$ cat src/rtl/score_uart_tx.sv
// score_uart_tx
// Waits for the packed-BCD high score from the SRAM bus listener to stop changing, then
// sends it as eight 8N1 UART bytes: six ASCII digits (most significant first), CR, LF.
// Digit nibbles above 9 are sent as '?'.
//
// Parameters:
//   CLKS_PER_BIT  - clk cycles per UART bit (>= 2)
//   SETTLE_CYCLES - consecutive unchanged cycles required before a value is sent (>= 1)
//
// Ports:
//   clk        - system clock
//   reset      - synchronous, active-high reset
//   score      - 24-bit packed BCD, [23:20] = 100k digit, [3:0] = units digit
//   tx         - UART serial output, idles high
//   busy       - high while a message is being shifted out
//   sent_count - completed messages, wraps 255 -> 0
module score_uart_tx #(
    parameter int unsigned CLKS_PER_BIT  = 104,
    parameter int unsigned SETTLE_CYCLES = 1200
) (
    input  logic        clk,
    input  logic        reset,
    input  logic [23:0] score,
    output logic        tx,
    output logic        busy,
    output logic [7:0]  sent_count
);

    localparam int unsigned SettleW = (SETTLE_CYCLES > 1) ? $clog2(SETTLE_CYCLES) : 1;
    localparam int unsigned BaudW   = $clog2(CLKS_PER_BIT);

    localparam logic [SettleW-1:0] SettleLast = SettleW'(SETTLE_CYCLES - 1);
    localparam logic [BaudW-1:0]   BaudLast   = BaudW'(CLKS_PER_BIT - 1);
    localparam logic [3:0]         StopBit    = 4'd9;
    localparam logic [2:0]         LastByte   = 3'd7;

    typedef enum logic [1:0] {
        StIdle,
        StSettle,
        StSend
    } state_e;

    state_e             state_q, state_d;
    logic [23:0]        last_sent_q, last_sent_d;
    logic [23:0]        candidate_q, candidate_d;
    logic [23:0]        shadow_q, shadow_d;
    logic [SettleW-1:0] settle_cnt_q, settle_cnt_d;
    logic [2:0]         byte_idx_q, byte_idx_d;
    logic [3:0]         bit_idx_q, bit_idx_d;
    logic [BaudW-1:0]   baud_cnt_q, baud_cnt_d;
    logic [7:0]         sent_count_q, sent_count_d;

    logic [7:0]         cur_byte;
    logic [3:0]         data_sel;

    function automatic logic [7:0] digit_ascii(input logic [3:0] nib);
        return (nib <= 4'd9) ? (8'h30 + {4'h0, nib}) : 8'h3F;
    endfunction

    // State register
    always_ff @(posedge clk) begin
        if (reset) begin
            state_q      <= StIdle;
            last_sent_q  <= 24'h0;
            candidate_q  <= 24'h0;
            shadow_q     <= 24'h0;
            settle_cnt_q <= '0;
            byte_idx_q   <= 3'd0;
            bit_idx_q    <= 4'd0;
            baud_cnt_q   <= '0;
            sent_count_q <= 8'd0;
        end else begin
            state_q      <= state_d;
            last_sent_q  <= last_sent_d;
            candidate_q  <= candidate_d;
            shadow_q     <= shadow_d;
            settle_cnt_q <= settle_cnt_d;
            byte_idx_q   <= byte_idx_d;
            bit_idx_q    <= bit_idx_d;
            baud_cnt_q   <= baud_cnt_d;
            sent_count_q <= sent_count_d;
        end
    end

    // Next-state logic
    always_comb begin
        state_d      = state_q;
        last_sent_d  = last_sent_q;
        candidate_d  = candidate_q;
        shadow_d     = shadow_q;
        settle_cnt_d = settle_cnt_q;
        byte_idx_d   = byte_idx_q;
        bit_idx_d    = bit_idx_q;
        baud_cnt_d   = baud_cnt_q;
        sent_count_d = sent_count_q;

        unique case (state_q)
            StIdle: begin
                if (score != last_sent_q) begin
                    candidate_d  = score;
                    settle_cnt_d = '0;
                    state_d      = StSettle;
                end
            end
            StSettle: begin
                // A change always wins, even on the cycle the counter would expire.
                if (score != candidate_q) begin
                    candidate_d  = score;
                    settle_cnt_d = '0;
                end else if (settle_cnt_q == SettleLast) begin
                    shadow_d    = candidate_q;
                    last_sent_d = candidate_q;
                    byte_idx_d  = 3'd0;
                    bit_idx_d   = 4'd0;
                    baud_cnt_d  = '0;
                    state_d     = StSend;
                end else begin
                    settle_cnt_d = settle_cnt_q + 1'b1;
                end
            end
            StSend: begin
                if (baud_cnt_q == BaudLast) begin
                    baud_cnt_d = '0;
                    if (bit_idx_q == StopBit) begin
                        bit_idx_d = 4'd0;
                        if (byte_idx_q == LastByte) begin
                            byte_idx_d   = 3'd0;
                            sent_count_d = sent_count_q + 8'd1;
                            state_d      = StIdle;
                        end else begin
                            byte_idx_d = byte_idx_q + 3'd1;
                        end
                    end else begin
                        bit_idx_d = bit_idx_q + 4'd1;
                    end
                end else begin
                    baud_cnt_d = baud_cnt_q + 1'b1;
                end
            end
            default: state_d = StIdle;
        endcase
    end

    // Byte currently on the wire; shadow keeps it immune to score changes mid-message.
    always_comb begin
        cur_byte = 8'h0A;
        case (byte_idx_q)
            3'd0:    cur_byte = digit_ascii(shadow_q[23:20]);
            3'd1:    cur_byte = digit_ascii(shadow_q[19:16]);
            3'd2:    cur_byte = digit_ascii(shadow_q[15:12]);
            3'd3:    cur_byte = digit_ascii(shadow_q[11:8]);
            3'd4:    cur_byte = digit_ascii(shadow_q[7:4]);
            3'd5:    cur_byte = digit_ascii(shadow_q[3:0]);
            3'd6:    cur_byte = 8'h0D;
            default: cur_byte = 8'h0A;
        endcase
    end

    // Outputs: bit 0 is the start bit, bits 1..8 data LSB first, bit 9 the stop bit.
    always_comb begin
        tx         = 1'b1;
        busy       = 1'b0;
        data_sel   = bit_idx_q - 4'd1;
        sent_count = sent_count_q;
        if (state_q == StSend) begin
            busy = 1'b1;
            if (bit_idx_q == 4'd0) begin
                tx = 1'b0;
            end else if (bit_idx_q == StopBit) begin
                tx = 1'b1;
            end else begin
                tx = cur_byte[data_sel[2:0]];
            end
        end
    end

endmodule

$ cat config.mk
export PLATFORM = sky130hd
export DESIGN_NAME = score_uart_tx
export DESIGN_NICKNAME = d
export VERILOG_FILES = /design/src/rtl/score_uart_tx.sv
export SDC_FILE = /design/constraint.sdc
export NUM_CORES = 1
export LEC_CHECK = 0
export ABC_CLOCK_PERIOD_IN_PS = 2300
export BUFFER_PORTS_ARGS = -buffer_cell sky130_fd_sc_hd__buf_2
export CORE_UTILIZATION = 50
export DETAILED_ROUTE_END_ITERATION = 8
export PLACE_DENSITY = 0.81
export SLEW_MARGIN = 10
export SYNTH_ARGS = -nofsm -noshare
export SYNTH_HDL_FRONTEND = slang
export SYNTH_SLANG_ARGS = --single-unit
export TNS_END_PERCENT = 10
$ cat constraint.sdc
create_clock -name clk -period 2.3 [get_ports clk]
set_clock_uncertainty 0.15 [all_clocks]
set_input_delay 0.115 -clock clk [delete_from_list [all_inputs] [get_ports clk]]
set_output_delay 0.115 -clock clk [all_outputs]
set_load 0.005 [all_outputs]
==> results.yml <==
power:
  p_comb_share_pct: 30.1
  peakVddDrop_v: 0.000358
  power_leakage_nw: 2.28
  clkPwrFrac_pct: 27.3
  seqPwrFrac_pct: 42.6
  power.switching_w: 0.00131
  switching_share_pct: 34.8
  power.density_nw_per_um2: 625
  p_int_w: 0.00246
cts:
  root_buffer: "clkbuf_8"
  cts.clk_slew.worst_paths_ns: 0.10
  tritoncts: "built"
  cts_buffers: 9
  clock-sinks: 83
  clkLatencyLatePin_ns: 0.38
  cts-htree-levels: 3
  clock_path_buffers: 2
setup_path:
  ff2ff_path_depth: 6
  rrSetupSlack_ns: -0.24
  slowest_delay_ns: 0.56
  crit_type: "flop to flop"
  cp_num_buf_inv: 0
  critPathMaxFanout: 7
  critPathSlowestCell: "or4_1"
  worstPathArrival_ns: 2.68
  crit_chain: "or4_4 > nor4_4 > nand2_2 > o32a_4 > or4_1 > a21oi_1"
  r2r-start: "settle_cnt_q[4]"
  cp-end-kind: "flop"
  required_ns: 2.44
  crit_family: "simple AND/OR/NAND/NOR gates"
  startpoint_type: "flop"
  reg2reg_to: "byte_idx_q[0]"
timing:
  rsz0062_at_grt: "true"
  setup_viol: 35
  finalSetupTns_ns: -1.92
  post-route-period-util_pct: 111
  finalMaxSlewViolations: 0
  worstMarginPinSlew_ns: 0.801
  min_period_ns: 2.54
  max-slew-margin-rel_pct: 46.6
  fin_ws_ns: -0.242
  finalHoldViolCount: 0
  max_freq_ghz: 0.393
global_routing:
  antenna_found_initial: 0
  grt_use_total_pct: 29.5
  first_global_vias: 4692
  overflow: 0
  grt_max_degree: 41
  grt_pass1_wl_um: 22800
final_layout:
  drive_above_1_share_pct: 24.0
  area_growth_pct: 31.1
  insertedDiodeCount: 0
  utilization_pct: 68.6
  nets: 736
  design_area_sq_um: 6040
  fin_cells: 807
floorplan:
  rows: 34
  initial_core_util_pct: 52.3
  ioPinCount: 36
  die_x_um: 98.0
  coreArea_sq_um: 8810
  dieArea_sq_um: 9600
  fp.dieH_um: 98.0
synthesis:
  yosysWarnings: 0
  async_flop_share_pct: 0
  ys_ff_latch: 83
  syn_inst: 581
  synth_area_leaders: "dfxtp_1, a21oi_1, xor2_1"
  synth_edf_count: 0
  syn_nets: 623
  synth_ff_type: "dfxtp_1"
  syn-cell-area_sq_um: 4610
  syn_area_per_cell_sq_um: 7.93
  synth_top_area_cell: "dfxtp_1"
  synth_top_area_share_pct: 36.1
  ys_seq_area_share_pct: 36.1
  ys_types: 54
min_path:
  hp-start: "score[14]"
  hold_path.class: "primary input to flop"
  min_to: "candidate_q[14]"
  hold-path-cell-count: 4
run_status:
  violations: "DRC, setup timing"
  outcome: "finished with violations"
placed_design:
  dp_cells: 766
  io_buffers: 35
  gp_congestion: 0.975
  dpl_cell_area_sq_um: 5410
  post-dp-hpwl_um: 9530
drt:
  wire_per_inst_um: 17.9
  vias_per_cell: 6.20
  drt-pass1-iter-count: 7
  dr.first_iter.drc_count: 547
  drc_errors: 1
  num_vias: 5005
  wl_um: 14500
  postRouteAntennaNets: 0
run:
  maxCapViolCount: 0
==> state kept, by name, summed over array words and instances, names as in the netlist <==
register,count
baud_cnt_q,7
bit_idx_q,4
byte_idx_q,3
candidate_q,24
sent_count,8
settle_cnt_q,11
shadow_q,24
state_q,2
==> synthesized netlist by cell type, drive strengths merged, types with 10 or more instances <==
cell type and count:
nand4 13, xor2 31, nor4 10, clkbuf 27, xnor2 25, or4 10, a21oi 85, ha 16
dfxtp 83, o21ai 50, nand3 42, nor2 19, nand2 66, inv 21
==> layer usage <==
| layer | global-route usage (%) | wire [um] | up-vias |
|---|---|---|---|
| met5 | 0 | 0 | - |
| met2 | 46.6 | 6610 | 308 |
| met3 | 7.09 | 1570 | 51 |
| li1 | - | - | 2319 |
| met4 | 11.0 | 454 | 0 |
| met1 | 39.1 | 5810 | 2327 |
==> logic make-up after synthesis <==
| family | count (synthesis) | share of synthesized area [%] |
|---|---|---|
| AO/OA/AOI/OAI | 177 | 22.2 |
| XOR/XNOR | 56 | 10.6 |
| adder cells (fa/ha/maj) | 16 | 4.35 |
| buffers and inverters | 52 | 4.37 |
| flip-flops | 83 | 36.1 |
| multiplexers | 1 | 0.217 |
| AND/OR/NAND/NOR | 196 | 22.1 |
==> worst max-delay path by stage <==
| stage | startpoint | to | slack (ns) | cells after the start |
|---|---|---|---|---|
| 6_report | settle_cnt_q[4] | byte_idx_q[0] | -0.24 | 6 |
| 5_1_grt | candidate_q[18] | byte_idx_q[0] | -0.35 | 7 |
| 4_1_cts | settle_cnt_q[4] | byte_idx_q[0] | -0.14 | 6 |
| 3_5_place_dp | candidate_q[4] | byte_idx_q[0] | -0.16 | 7 |
| 3_3_place_gp | candidate_q[18] | byte_idx_q[0] | -0.04 | 7 |
| 2_1_floorplan | settle_cnt_q[4] | byte_idx_q[0] | -0.03 | 6 |
==> through the flow <==
stage	hold WS [ns]	setup slack, ns	total power (W)
final	0.00338	-0.242	0.00377
after global routing	0.000707	-0.347	0.00391
after CTS	0.00425	-0.139	0.00370
after detailed placement	0.265	-0.161	0.00266
after global placement	0.252	-0.0389	0.00261
after floorplan	0.113	-0.0259	0.00219
==> worst reg2reg max path, delay by kind of cell, from the launching register on <==
| family | cells | cell delay (ns) |
|---|---|---|
| simple gates | 4 | 1.42 |
| compound gates | 2 | 0.55 |
| flops | 1 | 0.33 |
==> cells in the final DEF (no fill, tap or decap), types with 3 or more instances in the layout <==
cell type       n
a21oi_1        81
dfxtp_1        80
buf_4          72
nand2_1        65
o21ai_0        46
nand3_1        41
buf_2          35
xor2_1         30
xnor2_1        25
dlygate4sd3_1  20
nor2_1         19
inv_1          17
nand4_1        13
ha_1           10
clkbuf_8       10
or4_1           9
or3_1           8
and2_1          6
ha_4            6
o31ai_1         5
a211oi_1        5
inv_2           4
a21oi_2         4
a31oi_1         4
o21ai_1         4
nor4_2          4
nor4_1          4
a21o_1          4
and3_1          4
buf_12          4
o22ai_1         3
nor3_1          3
a211o_1         3
nand4b_1        3
==> power groups by stage <==
stage          logic [W]  clock network (W)  registers [W]
4_1_cts          0.00106            0.00103        0.00161
6_report         0.00113            0.00103        0.00161
2_1_floorplan   0.000562                  0        0.00163
3_5_place_dp     0.00102                  0        0.00164
3_3_place_gp    0.000985                  0        0.00163
5_1_grt          0.00121            0.00108        0.00162
==> area by class of cell <==
cell class	count	area (sq um)
clock buffers	10	138
clock inverters	6	46.3
fillers	656	2770
inverters	21	78.8
multi-input cells	446	2950
flip-flops and latches	83	1670
well taps	108	135
repair buffers	133	1020
==> timing repair <==
item | in CTS | in global routing
pin swaps | 4 | 7
hold endpoints to repair | 20 | 0
endpoints found under the setup margin | 49 | 79
hold buffers | 20 | 0
resized for setup | 25 | 19
buffers inserted | 1 | 4
Power figures use the tool's default switching activity.
